===== src/rtl/mux_rr_nx1_if.sv =====
// Lane bundle for mux_rr_nx1: NCH valid-qualified input lanes with pop strobes,
// plus the single registered output lane carrying the source channel index.
interface mux_rr_nx1_if #(
  parameter int WIDTH = 8,
  parameter int NCH   = 4
);
  localparam int CW = ($clog2(NCH) > 1) ? $clog2(NCH) : 1;

  logic [NCH*WIDTH-1:0] data_in;
  logic [NCH-1:0]       valid_in;
  logic                 out_ready;
  logic [NCH-1:0]       pop_out;
  logic [WIDTH-1:0]     data_out;
  logic                 valid_out;
  logic [CW-1:0]        chan_out;

  modport master (
    output data_in, valid_in, out_ready,
    input  pop_out, data_out, valid_out, chan_out
  );

  modport slave (
    input  data_in, valid_in, out_ready,
    output pop_out, data_out, valid_out, chan_out
  );
endinterface


===== src/rtl/mux_rr_nx1.sv =====
// N-to-1 round-robin lane multiplexer with registered output, backpressure and
// per-channel pop strobes; fixed time-slot or work-conserving arbitration.
module mux_rr_nx1 #(
  parameter int WIDTH     = 8,
  parameter int NCH       = 4,
  parameter int SKIP_IDLE = 0
) (
  input  logic            clk,
  input  logic            reset,
  mux_rr_nx1_if.slave     bus
);
  localparam int CW = ($clog2(NCH) > 1) ? $clog2(NCH) : 1;

  logic [CW-1:0]    ptr_r;
  logic [CW-1:0]    sel_s;
  logic [CW-1:0]    next_ptr_s;
  logic [CW:0]      idx_s;
  logic             sel_valid_s;
  logic             adv_s;
  logic [WIDTH-1:0] sel_data_s;
  logic [NCH-1:0]   pop_s;
  logic [WIDTH-1:0] data_r;
  logic             valid_r;
  logic [CW-1:0]    chan_r;

  // Explicit wrap at NCH-1 so non-power-of-2 channel counts never reach NCH.
  function automatic logic [CW-1:0] wrap_inc(input logic [CW-1:0] v);
    logic [CW-1:0] r;
    if (v == CW'(NCH - 1)) begin
      r = '0;
    end else begin
      r = v + CW'(1);
    end
    return r;
  endfunction

  // Pick the granted channel from the pointer and valid lanes.
  always_comb begin
    adv_s = bus.out_ready & reset;
    sel_s = ptr_r;
    idx_s = '0;
    if (SKIP_IDLE != 0) begin
      // Scan backwards so the channel nearest ptr wins by being written last.
      for (int k = NCH - 1; k >= 0; k--) begin
        idx_s = {1'b0, ptr_r} + (CW+1)'(k);
        if (idx_s >= (CW+1)'(NCH)) begin
          idx_s = idx_s - (CW+1)'(NCH);
        end else begin
          idx_s = idx_s;
        end
        if (bus.valid_in[idx_s[CW-1:0]]) begin
          sel_s = idx_s[CW-1:0];
        end else begin
          sel_s = sel_s;
        end
      end
    end else begin
      sel_s = ptr_r;
    end
  end

  // Route the selected lane and build the one-hot pop strobe.
  always_comb begin
    sel_valid_s = 1'b0;
    sel_data_s  = '0;
    pop_s       = '0;
    for (int i = 0; i < NCH; i++) begin
      if (sel_s == CW'(i)) begin
        sel_valid_s = bus.valid_in[i];
        sel_data_s  = bus.data_in[i*WIDTH +: WIDTH];
        pop_s[i]    = adv_s & bus.valid_in[i];
      end else begin
        pop_s[i]    = 1'b0;
      end
    end
  end

  // Time-slot mode always steps; work-conserving mode moves past the winner only.
  always_comb begin
    next_ptr_s = ptr_r;
    if (SKIP_IDLE != 0) begin
      if (sel_valid_s) begin
        next_ptr_s = wrap_inc(sel_s);
      end else begin
        next_ptr_s = ptr_r;
      end
    end else begin
      next_ptr_s = wrap_inc(ptr_r);
    end
  end

  // Output register and pointer; idle slots emit zero data, never stale words.
  always_ff @(posedge clk or negedge reset) begin
    if (!reset) begin
      data_r  <= '0;
      valid_r <= 1'b0;
      chan_r  <= '0;
      ptr_r   <= '0;
    end else if (adv_s) begin
      data_r  <= sel_valid_s ? sel_data_s : '0;
      valid_r <= sel_valid_s;
      chan_r  <= sel_s;
      ptr_r   <= next_ptr_s;
    end
  end

  assign bus.pop_out   = pop_s;
  assign bus.data_out  = data_r;
  assign bus.valid_out = valid_r;
  assign bus.chan_out  = chan_r;
endmodule


===== src/flat_wrapper.sv =====
// flat-port wrapper written by rule: the top's interface ports become plain ports
module mux_rr_nx1_flat 
#(
  parameter int WIDTH     = 8,
  parameter int NCH       = 4,
  parameter int SKIP_IDLE = 0
)
  (clk, reset, bus_data_in, bus_valid_in, bus_out_ready, bus_pop_out, bus_data_out, bus_valid_out, bus_chan_out);
  mux_rr_nx1_if #(.WIDTH(WIDTH), .NCH(NCH)) bus_i ();
  input  logic clk;
  input  logic reset;
  input wire logic [$bits(bus_i.data_in)-1:0] bus_data_in;
  input wire logic [$bits(bus_i.valid_in)-1:0] bus_valid_in;
  input wire logic [$bits(bus_i.out_ready)-1:0] bus_out_ready;
  output wire logic [$bits(bus_i.pop_out)-1:0] bus_pop_out;
  output wire logic [$bits(bus_i.data_out)-1:0] bus_data_out;
  output wire logic [$bits(bus_i.valid_out)-1:0] bus_valid_out;
  output wire logic [$bits(bus_i.chan_out)-1:0] bus_chan_out;
  assign bus_i.data_in = bus_data_in;
  assign bus_i.valid_in = bus_valid_in;
  assign bus_i.out_ready = bus_out_ready;
  assign bus_pop_out = bus_i.pop_out;
  assign bus_data_out = bus_i.data_out;
  assign bus_valid_out = bus_i.valid_out;
  assign bus_chan_out = bus_i.chan_out;
  mux_rr_nx1 #(.WIDTH(WIDTH), .NCH(NCH), .SKIP_IDLE(SKIP_IDLE)) u_core (.clk(clk), .reset(reset), .bus(bus_i));
endmodule

===== config.mk =====
export PLATFORM = sky130hd
export DESIGN_NAME = mux_rr_nx1_flat
export DESIGN_NICKNAME = d
export VERILOG_FILES = /design/src/rtl/mux_rr_nx1_if.sv /design/src/rtl/mux_rr_nx1.sv /design/src/flat_wrapper.sv
export SDC_FILE = /design/constraint.sdc
export NUM_CORES = 1
export LEC_CHECK = 0
export CAP_MARGIN = 30
export CORE_UTILIZATION = 39
export DETAILED_ROUTE_END_ITERATION = 8
export PLACE_DENSITY_LB_ADDON = 0.1
export SETUP_SLACK_MARGIN = 0.5
export SYNTH_ARGS = -nofsm -noshare
export SYNTH_HDL_FRONTEND = slang
export SYNTH_SLANG_ARGS = --single-unit

===== constraint.sdc =====
create_clock -name clk -period 4.14 [get_ports clk]
set_input_delay 0.828 -clock clk [delete_from_list [all_inputs] [get_ports clk]]
set_output_delay 0.828 -clock clk [all_outputs]
set_load 0.01 [all_outputs]

---- After elaboration in Yosys (flattened, before gate mapping) ----
Cells that the tools add are included.
W data, S select, Z words.
storage, ports and cells
  register bits after elaboration ......... 13
  bits in latches ......................... 0
  bits in writable memories ............... 0
  bits in read-only memories .............. 0
  input port bits ......................... 39
  output and inout bits ................... 15
  logic and storage cells ................. 28
  memories ................................ 0
operators by class
  add/sub/neg operators ................... 1
  $mul .................................... 0
  divide/modulo/power cells ............... 0
  order comparisons ....................... 0
  eq/ne operators ......................... 3
  shift operators ......................... 0
  mux-type cells .......................... 14
  bitwise gates (word level) .............. 5
  reductions and logical operators ........ 1
operators by type and width
  operator               count
  $mux W8                5
  $mux W1                8
  $and A1 B1 Y1          5
  $eq A2 B2 Y1 const B   2
  $add A2 B1 Y2 const B  1
  $eq A2 B1 Y1 const B   1
  $logic_not A2 Y1       1
  $mux W2                1

---- Longest topological paths before layout ----
Gate-level depths: netlist of run 1.
  depth in word-level cells ............... 6
  depth in mapped cells ................... 7

---- Worst setup path before layout of run 1 ----
Ideal clock, no wire load.
  path type ............................... input to output
  start ................................... input bus_out_ready
  end ..................................... output bus_pop_out[0]
  data arrival time ....................... 1.418 ns
  slack ................................... 1.894 ns
  cell stages on the path ................. 4
  path through ............................ nand2_1 -> buf_2 -> buf_2 -> nor2_1
between the ends
  cells in the longest elaborated chain, start to end .. 3
ends and longest elaborated chain
  element        RTL line            RTL
  from (decl)    flat_wrapper.sv:14  input wire logic [$bits(bus_i.out_ready)-1:0] bus_out_ready;
  $and A1 B1 Y1  mux_rr_nx1.sv:39    adv_s = bus.out_ready & reset;
  $and A1 B1 Y1  mux_rr_nx1.sv:71    pop_s[i] = adv_s & bus.valid_in[i];
  $mux W1        mux_rr_nx1.sv:68    if (sel_s == CW'(i)) begin
  to (decl)      flat_wrapper.sv:15  output wire logic [$bits(bus_i.pop_out)-1:0] bus_pop_out;
No other way between the ends.

---- Final worst setup path of run 1 ----
  start ................................... input reset
  end ..................................... output bus_pop_out[3]
between the ends
  cells in the longest elaborated chain, start to end .. 3
ends and longest elaborated chain
  element        RTL line            RTL
  from (decl)    flat_wrapper.sv:11  input logic reset;
  $and A1 B1 Y1  mux_rr_nx1.sv:39
  $and A1 B1 Y1  mux_rr_nx1.sv:71
  $mux W1        mux_rr_nx1.sv:68
No other way between the ends.

==> impl_metrics.yaml, run 1 <==
power:
  peakVddDrop_mv: 0.419
  power_density_nw_per_um2: 560
  power_leakage_nw: 0.609
clock_tree:
  postCtsSetupBuffers: 0
  cts_tree: "yes"
  holdBufCountCts: 0
  clock_path_buffers: 2
  clock_sinks: 13
  path_clk_slew_ns: 0.07
  clock_latency_ns: 0.27
  cts_resized: 0
  cts_htree_levels: 1
  cts_made_buffers: 3
  cts_root_buffer: "clkbuf_4"
timing:
  fin_worst_skew_ns: 0.00299
  max_slew_margin_pct: 52.6
  finalSetupTns_ns: 0
  worst_pin_slew_ns: 0.710
  period_minus_slack_ns: 3.35
  setup_viol: 0
  fmax_mhz: 299
  rsz0062_at_grt: "false"
  hold_viol: 0
  setup_ws_ns: 0.792
  slew_viol_final: 0
  period_share_pct: 80.9
drt:
  drt_pass1_iterations: 4
  routed_via_density: 5.16
  wl_per_cell_microns: 14.1
  vias: 918
  ant_nets: 0
  drt_iter0_drc: 5
  routed_wl_microns: 2510
  drc: 0
placed_design:
  post-dp-hpwl_microns: 1970
  pre_cts_ws_ns: 0.780
  dp.cells: 174
  place_congestion: 0.719
  port_buffers: 53
cells_and_area:
  num-fill-cells: 179
  mostFrequentLayoutCell: "clkdlybuf4s50_1"
  insertedDiodeCount: 0
  register_area_sq_um: 325
  nets: 195
  layout_common_cells: "clkdlybuf4s50_1 (53), nand2_1 (17), dfrtp_1 (13)"
  instances_no_fill: 178
  drive_gt1_share_pct: 15.9
  multiInputGateArea_sq_um: 472
  fin_util_pct: 70.9
  synthToLayoutAreaGrowth_pct: 63.4
critical_path:
  cp-start-kind: "input pin"
  crit_path_max_fanout: 13
  r2r_cells: 6
  required_ns: 3.31
  critPathKind: "input pin to output port"
  endpoint_kind: "output port"
  crit_arrival_ns: 2.52
synth:
  netlist_instances: 99
  synth_area_leaders: "dfrtp_1 (37%), a22oi_2 (11%), a221o_1 (9.0%)"
  synth_adder_area_share_pct: 5.65
  synthSimpleGateAreaFrac_pct: 12.0
  synth-compound-area-share_pct: 34.3
  synth-xor-area-share_pct: 0
  synth_area_per_cell_sq_um: 8.95
  ys_types: 19
  synth_top_family_by_area: "compound AO/OA/AOI/OAI gates"
  yosysTopAreaCell: "dfrtp_1"
  synth_warnings: 0
  ys_ff_latch: 13
  synth_mux_area_share_pct: 1.27
  syn_area_sq_um: 886
  yosysSeqAreaShare_pct: 36.7
  netlist.area_leader.share_pct: 36.7
  syn_nets: 142
global_routing:
  grt_pass1_wl_microns: 4150
  grt_max_degree: 20
  grt-ovfl-total: 0
  antenna_found_initial: 0
  grt_usage_pct: 22.1
  grt_pass1_vias: 939
floorplanning:
  core_sq_um: 2040
  die_h_microns: 49.7
  start_util_pct: 43.4
  rows: 16
  die_w_microns: 49.7
  die_area_sq_um: 2470
  ioPinCount: 54
flow_run:
  cap_violations: 0
min_path:
  hold_path.class: "register to register"
  min_path_cells: 2
run_status:
  status: "finished clean"
-- path summary, 6_finish.rpt --
path | from | to | slack (ns)
worst max-delay path | reset | bus_pop_out[3] | 0.79
worst min-delay path | u_core.bus.chan_out[0]$_DFFE_PN0N_ | u_core.bus.chan_out[0]$_DFFE_PN0N_ | 0.49
worst max register to register | u_core.ptr_r[0]$_DFFE_PN0N_ | u_core.bus.data_out[1]$_DFFE_PN0N_ | 2.07
worst min register to register | u_core.bus.chan_out[0]$_DFFE_PN0N_ | u_core.bus.chan_out[0]$_DFFE_PN0N_ | 0.49
max in group asynchronous | reset | u_core.bus.data_out[2]$_DFFE_PN0N_ | 3.08
min in group asynchronous | reset | u_core.bus.data_out[3]$_DFFE_PN0N_ | 0.91
-- cell type report --
| class | count | share of cell area, % |
|---|---|---|
| timing repair buffer | 56 | 38.2 |
| multi-input combinational | 68 | 32.6 |
| sequential | 13 | 22.5 |
| inverter | 10 | 2.59 |
| tap | 27 | 2.33 |
| clock buffer | 4 | 1.82 |
-- stage by stage --
step | instance area (sq um) | power (mW) | hold WS [ns]
final | 1450 | 0.810 | 0.488
after global routing | 1450 | 0.875 | 0.518
after CTS | 1450 | 0.820 | 0.490
after detailed placement | 1420 | 0.742 | 0.470
after global placement | 1420 | 0.722 | 0.471
after floorplan | 886 | 0.550 | 0.513
-- cell usage after synthesis --
cell	n
nand2_1	17
dfrtp_1	13
o21ai_1	11
a21oi_1	9
a221o_1	8
a22oi_2	8
inv_2	8
buf_2	5
ha_1	4
nor2_1	4
buf_4	2
inv_1	2
nor2b_1	2
a21o_1	1
a21oi_4	1
buf_6	1
mux2_1	1
nor3_1	1
nor3_2	1
-- critical path, cell delays in order --
cell	delay (ns)
clkdlybuf4s50_1	0.49
nand2_1	0.27
nor2_1	0.33
clkdlybuf4s50_1	0.60
-- metal layers --
| metal | global-route usage [%] | up-vias | wire, microns |
|---|---|---|---|
| met5 | 0 | - | 0 |
| met4 | 5.71 | 0 | 23 |
| met3 | 5.56 | 5 | 131 |
| met2 | 40.1 | 28 | 1340 |
| met1 | 25.3 | 432 | 1010 |
| li1 | - | 453 | - |
-- kinds of logic (layout without fill, tap and decap cells) --
family | after synthesis | in the layout
compound gates | 38 | 38
fa+ha+maj | 4 | 4
buf+inv | 18 | 70
flops | 13 | 13
mux | 1 | 1
simple gates | 25 | 25
-- power breakdown --
part | total, mW | internal [mW] | switching (mW)
clock | 0.0756 | 0.0373 | 0.0383
sequential | 0.219 | 0.184 | 0.0351
combinational | 0.515 | 0.263 | 0.252
-- flip-flops by register name, indices dropped and copies added (netlist names) --
| name | flops |
|---|---|
| u_core.bus.chan_out | 2 |
| u_core.bus.valid_out | 1 |
| u_core.bus.data_out | 8 |
| u_core.ptr_r | 2 |
Note: power is estimated with default switching activity, not from simulation.
==> run 2, diff against run 1 <==
--- a/config.mk
+++ b/config.mk
@@ -6,7 +6,7 @@
 export NUM_CORES = 1
 export LEC_CHECK = 0
 export CAP_MARGIN = 30
-export CORE_UTILIZATION = 39
+export CORE_UTILIZATION = 36
 export DETAILED_ROUTE_END_ITERATION = 8
 export PLACE_DENSITY_LB_ADDON = 0.1
 export SETUP_SLACK_MARGIN = 0.5
==> constraint.sdc (replaced) <==
create_clock -name clk -period 3.4 [get_ports clk]
set_input_delay 0.68 -clock clk [delete_from_list [all_inputs] [get_ports clk]]
set_output_delay 0.68 -clock clk [all_outputs]
set_load 0.01 [all_outputs]
==> run 2 against run 1 <==
Net effect:
- routed wire length is 5.7% lower
- first-iteration DRC count grew to 3.4 times the previous value
- clock power is 20% higher
==> impl_metrics.yaml, run 2 (synthesis gave the netlist of run 1 again) <==
timing:
  setup_ws_ns: 0.639
  rsz0062_at_grt: "false"
  finalSetupTns_ns: 0
  hold_viol: 0
  fin_worst_skew_ns: 0.00379
  setup_viol: 0
  fmax_mhz: 362
  period_share_pct: 81.2
  worst_pin_slew_ns: 0.730
  max_slew_margin_pct: 51.2
  slew_viol_final: 0
  period_minus_slack_ns: 2.76
min_path:
  worstHoldStart: "u_core.bus.chan_out[1]$_DFFE_PN0N_"
  min_path_cells: 2
  hold_path.class: "register to register"
  hold_end: "u_core.bus.chan_out[1]$_DFFE_PN0N_"
critical_path:
  slowest_delay_ns: 0.59
  cp_cell_sequence: "clkdlybuf4s50_1 > nand2_1 > nor2_1 > clkdlybuf4s50_1"
  required_ns: 2.72
  r2r_cells: 6
  cpMostUsedCell: "clkdlybuf4s50_1"
  crit_buf_inv: 2
  cp_slowest_cell: "clkdlybuf4s50_1"
  crit_arrival_ns: 2.08
  cp_top_family: "buffers and inverters"
  timing.rr.end: "u_core.bus.data_out[0]$_DFFE_PN0N_"
  cp-start-kind: "input pin"
  endpoint_kind: "output port"
  ff2ff_setup_slack_ns: 1.38
  reg2reg_from: "u_core.ptr_r[1]$_DFFE_PN0N_"
  critPathKind: "input pin to output port"
  crit_path_max_fanout: 2
placed_design:
  postPlaceCellArea_sq_um: 1420
  place_congestion: 0.709
  post-dp-hpwl_microns: 1790
  dp.cells: 175
  port_buffers: 53
  pre_cts_ws_ns: 0.567
clock_tree:
  cts_tree: "yes"
  cts_resized: 0
  postCtsSetupBuffers: 0
  cts_htree_levels: 1
  clock_latency_ns: 0.27
  path_clk_slew_ns: 0.07
  clock_sinks: 13
  holdBufCountCts: 0
  cts_root_buffer: "clkbuf_4"
  clock_path_buffers: 2
  cts_made_buffers: 3
cells_and_area:
  drive_gt1_share_pct: 16.6
  nets: 195
  synthToLayoutAreaGrowth_pct: 64.7
  layout_common_cells: "clkdlybuf4s50_1 (50), nand2_1 (17), dfrtp_1 (13)"
  mostFrequentLayoutCell: "clkdlybuf4s50_1"
  instances_no_fill: 179
  insertedDiodeCount: 0
  finalInstanceArea_sq_um: 1460
  largest_reg_flops: 8
  fin_util_pct: 64.1
power:
  power_leakage_nw: 0.661
  peakVddDrop_mv: 0.433
  power_density_nw_per_um2: 675
run_status:
  status: "finished clean"
global_routing:
  grt_max_degree: 21
  grt_usage_pct: 19.9
  grt_pass1_wl_microns: 3930
  grt_pass1_vias: 926
  antenna_found_initial: 0
  grt-ovfl-total: 0
floorplanning:
  die_w_microns: 51.6
  start_util_pct: 38.9
  rows: 17
  die_area_sq_um: 2660
  die_h_microns: 51.6
  ioPinCount: 54
  core_sq_um: 2280
drt:
  wl_per_cell_microns: 13.2
  ant_nets: 0
  drt_iter0_drc: 17
  drc: 0
  routed_via_density: 5.15
  vias: 922
  routed_wl_microns: 2370
  drt_pass1_iterations: 4
flow_run:
  cap_violations: 0
## run 2: power breakdown
group / internal (mW) / switching [mW] / total (mW) / leakage (nW)
combinational: 0.321 / 0.302 / 0.623 / 0.477
sequential: 0.224 / 0.0461 / 0.271 / 0.169
clock: 0.0453 / 0.0451 / 0.0904 / 0.0150
## run 2: worst min-delay path, stage by stage (launching register included)
cell	delay [ns]
dfrtp_1	0.34
nand2_1	0.05
o21ai_1	0.06
## run 2: worst max path at each step
stage | to | depth (start not counted) | from | slack, ns
detailed placement | bus_pop_out[0] | 5 | reset | 0.57
CTS | bus_pop_out[2] | 5 | u_core.ptr_r[0]$_DFFE_PN0N_ | 0.51
finish | bus_pop_out[3] | 4 | reset | 0.64
global route | bus_pop_out[3] | 4 | reset | 0.52
floorplan | bus_pop_out[0] | 4 | bus_out_ready | 1.45
global placement | bus_pop_out[2] | 5 | reset | 0.59
## run 2: final cells by class
class	instances	area, sq um
clock buffer	4	26.3
multi-input combinational	68	474
sequential	13	325
fill	220	817
inverter	10	37.5
tap	28	35.0
timing repair buffer	56	561
## run 2: metrics by stage
stage                     hold WS (ns)  power (mW)
after global routing             0.518        1.07
final                            0.488       0.984
after CTS                        0.494       0.998
after global placement           0.466       0.889
after floorplan                  0.384       0.670
after detailed placement         0.475       0.903
## run 2: routing by layer
layer	vias up	GRT usage [%]	wire length (microns)
met2	37	32.9	1160
met4	0	4.05	0
met1	433	27.1	1070
met5	-	0	0
li1	452	-	-
met3	0	3.51	140
==> run 3, diff against run 2 <==
==> constraint.sdc (replaced) <==
create_clock -name clk -period 2.8 [get_ports clk]
set_input_delay 0.56 -clock clk [delete_from_list [all_inputs] [get_ports clk]]
set_output_delay 0.56 -clock clk [all_outputs]
set_load 0.01 [all_outputs]
==> run 3 against run 2 <==
Net effect:
- combinational power increased by 23%
- clock skew is 0.0019 ns lower
- sequential power rose by 21%
- via count is 1.2% higher
- cell area grew 0.51%
- non-clock buffer count increased by 3
- register-to-register slack worse by 0.53 ns
==> impl_metrics.yaml, run 3 (synthesis gave the netlist of run 1 again) <==
clock_tree:
  cts_resized: 4
  cts_root_buffer: "clkbuf_4"
  clock_path_buffers: 2
  cts_made_buffers: 3
  cts_htree_levels: 1
  clock_latency_ns: 0.27
  clock_sinks: 13
  postCtsSetupBuffers: 0
  holdBufCountCts: 0
  cts_tree: "yes"
  path_clk_slew_ns: 0.08
critical_path:
  crit_buf_inv: 2
  endpoint_kind: "output port"
  critPathKind: "input pin to output port"
  slowest_delay_ns: 0.51
  cp_cell_sequence: "clkdlybuf4s50_1 > nand2_1 > nor2_1 > dlygate4sd2_1"
  required_ns: 2.24
  crit_arrival_ns: 1.65
  cp_slowest_cell: "clkdlybuf4s50_1"
  crit_path_max_fanout: 5
  cp-start-kind: "input pin"
  cp_top_family: "buffers and inverters"
cells_and_area:
  nets: 198
  insertedDiodeCount: 0
  drive_gt1_share_pct: 17.5
  largest_reg_flops: 8
  mostFrequentLayoutCell: "clkdlybuf4s50_1"
  layout_common_cells: "clkdlybuf4s50_1 (49), nand2_1 (17), dfrtp_1 (13)"
  synthToLayoutAreaGrowth_pct: 65.5
  num-fill-cells: 188
power:
  power_leakage_nw: 0.643
  power_density_nw_per_um2: 825
  peakVddDrop_mv: 0.582
  power_mw: 1.21
timing:
  finalSetupTns_ns: 0
  fin_worst_skew_ns: 0.00187
  slew_viol_final: 0
  setup_viol: 0
  period_minus_slack_ns: 2.21
  hold_viol: 0
  period_share_pct: 79.1
  rsz0062_at_grt: "false"
  fmax_mhz: 452
  worst_pin_slew_ns: 0.707
  max_slew_margin_pct: 52.7
floorplanning:
  rows: 17
  die_w_microns: 51.6
  core_sq_um: 2280
  ioPinCount: 54
  start_util_pct: 38.9
  die_h_microns: 51.6
  die_area_sq_um: 2660
global_routing:
  antenna_found_initial: 0
  grt_usage_pct: 19.8
  grt_pass1_wl_microns: 3920
  grt_max_degree: 19
  grt-ovfl-total: 0
  grt_pass1_vias: 898
drt:
  routed_via_density: 5.13
  drt_pass1_iterations: 4
  vias: 933
  drc: 0
  routed_wl_microns: 2500
  ant_nets: 0
  drt_iter0_drc: 23
  wl_per_cell_microns: 13.7
placed_design:
  post-dp-hpwl_microns: 1900
  port_buffers: 53
  place_congestion: 0.719
run_status:
  status: "finished clean"
flow_run:
  cap_violations: 0
min_path:
  hold_path.class: "register to register"
[run 3: path summary, 6_finish.rpt]
| path | from | endpoint | slack [ns] | cells past startpoint |
|---|---|---|---|---|
| worst min register to register | u_core.bus.valid_out$_DFFE_PN0N_ | u_core.bus.valid_out$_DFFE_PN0N_ | 0.49 | 2 |
| min in group asynchronous | reset | u_core.bus.valid_out$_DFFE_PN0N_ | 0.67 | 2 |
| max in group asynchronous | reset | u_core.bus.data_out[4]$_DFFE_PN0N_ | 1.98 | 2 |
| worst min-delay path | u_core.bus.valid_out$_DFFE_PN0N_ | u_core.bus.valid_out$_DFFE_PN0N_ | 0.49 | 2 |
| worst max-delay path | reset | bus_pop_out[3] | 0.59 | 4 |
| worst max register to register | u_core.ptr_r[1]$_DFFE_PN0N_ | u_core.bus.data_out[2]$_DFFE_PN0N_ | 0.85 | 7 |
[run 3: layer usage]
layer / share of wire [%] / up-vias / GRT usage, %
met4: 0 / 0 / 4.05
li1: - / 460 / -
met5: 0 / - / 0
met3: 7.1 / 0 / 2.63
met1: 43 / 432 / 25.3
met2: 50 / 41 / 35.5
[run 3: power by group]
| group | total [mW] | switching, mW | leakage [nW] | internal (mW) |
|---|---|---|---|---|
| combinational | 0.766 | 0.369 | 0.459 | 0.398 |
| clock | 0.116 | 0.0613 | 0.0150 | 0.0551 |
| sequential | 0.327 | 0.0548 | 0.169 | 0.272 |
| total | 1.21 | 0.485 | 0.643 | 0.725 |
[run 3: stage by stage]
step	instance area, sq um	util, %	hold WS [ns]	std cells	setup slack [ns]
6_report	1470	64.4	0.489	182	0.587
5_1_grt	1470	64.4	0.520	182	0.510
4_1_cts	1470	64.4	0.493	182	0.585
3_5_place_dp	1450	63.5	0.475	178	0.326
3_3_place_gp	1450	63.5	0.463	178	0.333
2_1_floorplan	886	-	0.264	99	1.09
[run 3: cell type report]
type / instances / area (sq um) / share of cell area (%)
multi-input combinational: 68 / 472 / 32.2
timing repair buffer: 59 / 571 / 38.9
tap: 28 / 35.0 / 2.39
sequential: 13 / 325 / 22.2
inverter: 10 / 37.5 / 2.56
clock buffer: 4 / 26.3 / 1.79
[run 3: worst min-delay path: cells and delay by family, from the launching register on]
kind,cells,cell delay (ns)
DFF,1,0.35
and+or+nand+nor,2,0.11
==> RTL change 1: new RTL, settings of run 1 <==
`NCH` is set to 4 in 3 places; all go to 2.
--- a/src/rtl/mux_rr_nx1_if.sv
+++ b/src/rtl/mux_rr_nx1_if.sv
@@ -2,7 +2,7 @@
 // plus the single registered output lane carrying the source channel index.
 interface mux_rr_nx1_if #(
   parameter int WIDTH = 8,
-  parameter int NCH   = 4
+  parameter int NCH   = 2
 );
   localparam int CW = ($clog2(NCH) > 1) ? $clog2(NCH) : 1;
 
--- a/src/rtl/mux_rr_nx1.sv
+++ b/src/rtl/mux_rr_nx1.sv
@@ -2,7 +2,7 @@
 // per-channel pop strobes; fixed time-slot or work-conserving arbitration.
 module mux_rr_nx1 #(
   parameter int WIDTH     = 8,
-  parameter int NCH       = 4,
+  parameter int NCH       = 2,
   parameter int SKIP_IDLE = 0
 ) (
   input  logic            clk,
--- a/src/flat_wrapper.sv
+++ b/src/flat_wrapper.sv
@@ -2,7 +2,7 @@
 module mux_rr_nx1_flat 
 #(
   parameter int WIDTH     = 8,
-  parameter int NCH       = 4,
+  parameter int NCH       = 2,
   parameter int SKIP_IDLE = 0
 )
   (clk, reset, bus_data_in, bus_valid_in, bus_out_ready, bus_pop_out, bus_data_out, bus_valid_out, bus_chan_out);
Interface: changed (resized bus_chan_out, bus_data_in, bus_pop_out and bus_valid_in); port bits go from 54 to 33. The function was not compared with the original's and may differ.
==> RTL change 1 against run 1 <==
The run now ends with DRC left; setup slack lost 5.9 ps; routed wire length fell by 50%; cell count decreased by 46%; count of clock-buffer cells in the layout shrank 1; hold slack improved by 41 ps; area after synthesis down 24%; cell area down 31%; register-to-register slack better by 440 ps; utilization fell by 6.9 points; sequential cell count shrank 2; sequential share of layout area up 5.1 points; critical endpoint is now bus_pop_out[0]; highest routed layer is now met3.
Power is not compared: it rests on default switching activity, and its combinational part moved more than twofold at a synthesized area within 25%.
==> RTL change 1: results (changes against run 1) <==
cts-root-to-sink-buffers: 2  # unchanged
holdCritStartpoint: "u_core.bus.chan_out"
min-delay-path-class: "flop to flop"
setup.worst_path.end: "bus_pop_out[0]"
synthDistinctLibCells: 15  # -4
layout.filler_cells: 128  # -28%
vdd_ir_drop_max_uv: 314
placement.io_buffers: 32  # -40%
post_route_cells_drive_above_1_share_pct: 30.9  # +15 points
drt-wirelength-per-cell_um: 12.9  # -8.7%
ys_warn_count: 0  # unchanged
clock-skew-final_ps: 4.87  # +1.89 ps
synth_seq_area_share_pct: 41.0  # +4.3 points
route.vias.total: 486  # -47%
r2r-start: "u_core.ptr_r"
slew_headroom_pct: 54.1  # +1.5 points
worstHoldPathCells: 1  # -1
cts_post_setup_buffers_inserted: 0  # unchanged
critical_path_arrival_ps: 2530  # about the same
via_count_of_the_first_global_routing_pass: 479  # -49%
p_per_area_mw_per_mm2: 491
antenna_found_initial: 0  # unchanged
ys_async_sr_fraction_pct: 100  # unchanged
gr-usage-all-layers_pct: 15.2  # -6.9 points
ff2ff_path_depth: 2  # -4
worst_hold_path.endpoint: "u_core.bus.chan_out"
drt_first_pass_iters: 5  # +1
grt.met2_usage_pct: 24.5  # -16 points
crit_fanout: 13  # unchanged
gr-usage-met3_pct: 6.67  # +1.1 points
dpl.hpwl_um: 939  # -52%
timing.critical_path.from: "bus_out_ready"
critPathTopFamily: "buffers and inverters"
remaining_drc_errors: 2  # +2
maximum_number_of_pins_on_one_net_before_global_route_repair: 20  # unchanged
cp_slowest_stage_delay_ps: 690  # +90 ps
clock_transition_time_at_the_flip_flop_clock_pins_of_the_worst_setup_and_hold_paths_ps: 70  # about the same
iteration_0_drc_markers: 7  # +2
num-nets-final: 103  # -47%
r2r-end: "u_core.bus.valid_out"
grt_first_pass_wirelength_um: 2100  # -50%
status: "finished with violations"
synth.cells.most_frequent: "11 x dfrtp_1, 8 x a21bo_2, 8 x mux2i_1, 8 x o31ai_2, 3 x buf_6"
routabilityCongestion: 0.648  # -9.9%
failed_checks: "DRC"
syn_nets: 70  # -51%
synth_area_leaders: "dfrtp_1 41%, o31ai_2 15%, a21bo_2 12%"
regToRegSetupSlack_ps: 2510  # +440 ps
grt.met1_usage_pct: 19.4  # -5.9 points
place_area_um2: 970  # -32%
==> RTL change 1: changes by cell type after synthesis, moves of 3 or more <==
| cell | delta |
|---|---|
| nand2_1 | -16 |
| o21ai_1 | -11 |
| a21oi_1 | -9 |
| a21bo_2 | +8 |
| a221o_1 | -8 |
| a22oi_2 | -8 |
| inv_2 | -8 |
| mux2i_1 | +8 |
| o31ai_2 | +8 |
| buf_2 | -5 |
| ha_1 | -4 |
| nor2_1 | -3 |
==> RTL change 1: cell type report <==
cell class              count  area share (%)
inverters                   1           0.376
clock buffers               3            2.26
clock inverters             1           0.502
multi-input cells          32            34.4
flip-flops and latches     11            27.6
repair buffers             33            32.9
well taps                  16            2.01
==> RTL change 1: layer usage <==
| metal | vias to the layer above | routed length [um] | share of wire, % |
|---|---|---|---|
| met2 | 20 | 631 | 50 |
| met4 | 0 | 0 | 0 |
| li1 | 242 | - | - |
| met1 | 224 | 517 | 41 |
| met5 | - | 0 | 0 |
| met3 | 0 | 101 | 8.1 |
==> RTL change 1: kinds of logic after synthesis <==
logic type | synth area share (%)
AOI/OAI and AO/OA | 26.9
xor gates and xnor gates | 1.31
buffers and inverters | 7.83
DFF | 41.0
muxes | 19.0
and+or+nand+nor | 3.92
==> RTL change 1: stage by stage <==
step	hold slack, ps	instances	worst slack (ps)
2_1_floorplan	532	49	1800
4_1_cts	529	97	771
6_report	529	97	786
3_3_place_gp	503	93	796
3_5_place_dp	512	93	771
5_1_grt	545	97	632
==> RTL change 1: report_power, final <==
part           leakage, nW  switching (mW)  internal, mW  total, mW
Combinational        0.269          0.0791         0.148      0.227
Sequential           0.140          0.0465         0.142      0.189
Clock               0.0177          0.0379        0.0358     0.0737
Total                0.426           0.164         0.326      0.490
==> RTL change 2: new RTL, config.mk and constraints of run 1 <==
Without the edit above. Reset style: synchronous (`reset`), changed in one clocked block.
--- a/src/rtl/mux_rr_nx1.sv
+++ b/src/rtl/mux_rr_nx1.sv
@@ -90,7 +90,7 @@
   end
 
   // Output register and pointer; idle slots emit zero data, never stale words.
-  always_ff @(posedge clk or negedge reset) begin
+  always_ff @(posedge clk) begin
     if (!reset) begin
       data_r  <= '0;
       valid_r <= 1'b0;
Formal check against the unedited RTL: differs if reset is asserted again (counterexample within 4 cycles, from zero or initial values and one cycle with reset low); with reset held inactive, the same outputs for 10 cycles.
==> RTL change 2 against run 1 <==
Area after synthesis down 13%; critical endpoint is now bus_pop_out[1]; utilization rose by 2.8 points; routed wire length down 1.8%; sequential cell count unchanged; via count decreased by 5.2%; setup slack improved by 91 ps; cell area down 9.2%.
Power is not compared: it rests on default switching activity, and its combinational part moved more than twofold at a synthesized area within 25%.
==> RTL change 2: results (changes against run 1) <==
iteration_0_drc_markers: 14  # +9
r2r-start: "u_core.ptr_r[1]"
slew_at_the_pin_with_the_worst_max_slew_slack_ps: 695  # -14.9 ps
ys_async_sr_fraction_pct: 0  # -100 points
cts_post_setup_buffers_inserted: 0  # unchanged
syn_nets: 125  # -12%
clock-skew-final_ps: 0.538  # -2.45 ps
cts-resized-gates: 0  # unchanged
maximum_number_of_pins_on_one_net_before_global_route_repair: 13  # -35%
wl_um: 2470  # -1.8%
antenna_found_initial: 0  # unchanged
synth_seq_area_share_pct: 33.9  # -2.8 points
drt_first_pass_iters: 4  # unchanged
synth.area.mux_share_pct: 5.21  # +3.9 points
regToRegSetupSlack_ps: 2160  # +90 ps
layout.filler_cells: 141  # -21%
final_cell_count_no_fill: 159  # -11%
synth_area_leaders: "dfxtp_1 34%, a221oi_1 9.1%, o31ai_1 7.8%"
synth_area_in_xor_xnor_pct: 0  # unchanged
via_count_of_the_first_global_routing_pass: 842  # -10%
synthDistinctLibCells: 24  # +5
critical_path_arrival_ps: 2430  # -90 ps
num-nets-final: 178  # -8.7%
syn_area_per_cell_um2: 9.37  # +4.7%
status: "finished, final reports clean"
cts-root-to-sink-buffers: 2  # unchanged
holdCritStartpoint: "u_core.bus.data_out[0]"
top_cell_type_s_share_of_synthesized_area_pct: 33.9  # -2.8 points
dp_cells: 155  # -11%
post_route_cells_drive_above_1_share_pct: 7.46  # -8.4 points
clock_transition_time_at_the_flip_flop_clock_pins_of_the_worst_setup_and_hold_paths_ps: 80
worst_hold_path.endpoint: "u_core.bus.data_out[0]"
cts_root_buf: "clkbuf_4"
grt_first_pass_wirelength_um: 3780  # -9.0%
crit_fanout: 6  # -7
clock_insertion_delay_worst_skew_ps: 280
synth-compound-area-share_pct: 29.0  # -5.3 points
gr-usage-all-layers_pct: 25.7  # +3.7 points
pre_cts_slack_ps: 868  # +88.3 ps
ys_warn_count: 0  # unchanged
cp_slowest_stage_delay_ps: 620  # +20 ps
post_synth_adder_cell_area_pct: 6.51  # +0.86 points
routabilityCongestion: 0.711  # -1.2%
route.vias.total: 870  # -5.2%
synth_flop_cell: "dfxtp_1"
antenna_cells: 0  # unchanged
ctsHtreeMaxLevel: 1  # unchanged
dpl.hpwl_um: 1870  # -4.8%
ff2ff_path_depth: 5  # -1
synth.cells.most_frequent: "13 x dfxtp_1, 11 x nand2_1, 8 x a221oi_1, 8 x o22ai_1, 8 x o31ai_1"
r2r-end: "u_core.bus.data_out[6]"
## RTL change 2: cell types whose count changed after synthesis, moves of 9 or more
| cell | change |
|---|---|
| dfxtp_1 | +13 |
| o21ai_1 | -11 |
| dfrtp_1 | -13 |
| a21oi_1 | -9 |
## RTL change 2: area by class of cell
| type | count | area, um^2 | share of cell area (%) |
|---|---|---|---|
| clock buffers | 4 | 26.3 | 2.00 |
| inverters | 3 | 11.3 | 0.857 |
| multi-input cells | 61 | 454 | 34.6 |
| flip-flops and latches | 13 | 260 | 19.8 |
| well taps | 25 | 31.3 | 2.38 |
| repair buffers | 53 | 531 | 40.4 |
## RTL change 2: worst max-delay path: cells and delay by family
family        cells  cell delay (ps)
buf+inv           2             1150
simple gates      2              450
## RTL change 2: cell families (layout without fill, tap and decap cells)
| logic type | after synthesis | count (layout) |
|---|---|---|
| AO/OA/AOI/OAI | 27 | 27 |
| adder cells (fa/ha/maj) | 4 | 4 |
| buffers and inverters | 8 | 60 |
| flip-flops | 13 | 13 |
| multiplexers | 4 | 4 |
| AND/OR/NAND/NOR | 26 | 26 |
## RTL change 2: worst max path at each step
stage	to	slack (ps)	depth (start not counted)	from
after floorplan	bus_pop_out[1]	1930	3	bus_out_ready
after global placement	bus_pop_out[1]	910	4	bus_out_ready
after detailed placement	bus_pop_out[1]	870	4	bus_out_ready
after CTS	bus_pop_out[1]	870	4	bus_out_ready
after global routing	bus_pop_out[1]	810	4	bus_out_ready
final	bus_pop_out[1]	880	4	bus_out_ready
## RTL change 2: stage by stage
stage | power, mW | hold slack [ps] | instance area [um^2]
3_3_place_gp | 0.258 | 431 | 1290
2_1_floorplan | 0.202 | 467 | 768
4_1_cts | 0.344 | 461 | 1310
5_1_grt | 0.357 | 477 | 1310
3_5_place_dp | 0.262 | 442 | 1290
6_report | 0.341 | 459 | 1310
## RTL change 2: report_power, final
part	internal (mW)	total [mW]	leakage, nW	switching (mW)
Combinational	0.0687	0.119	0.369	0.0499
Sequential	0.134	0.140	0.106	0.00595
Clock	0.0375	0.0823	0.0150	0.0448
Total	0.240	0.341	0.490	0.101
## RTL change 2: metal layers
layer / track usage [%] / share of wire, %
met1: 28.6 / 43
met2: 45.0 / 47
met3: 7.45 / 7.9
met4: 10.6 / 1.4
met5: 0 / 0
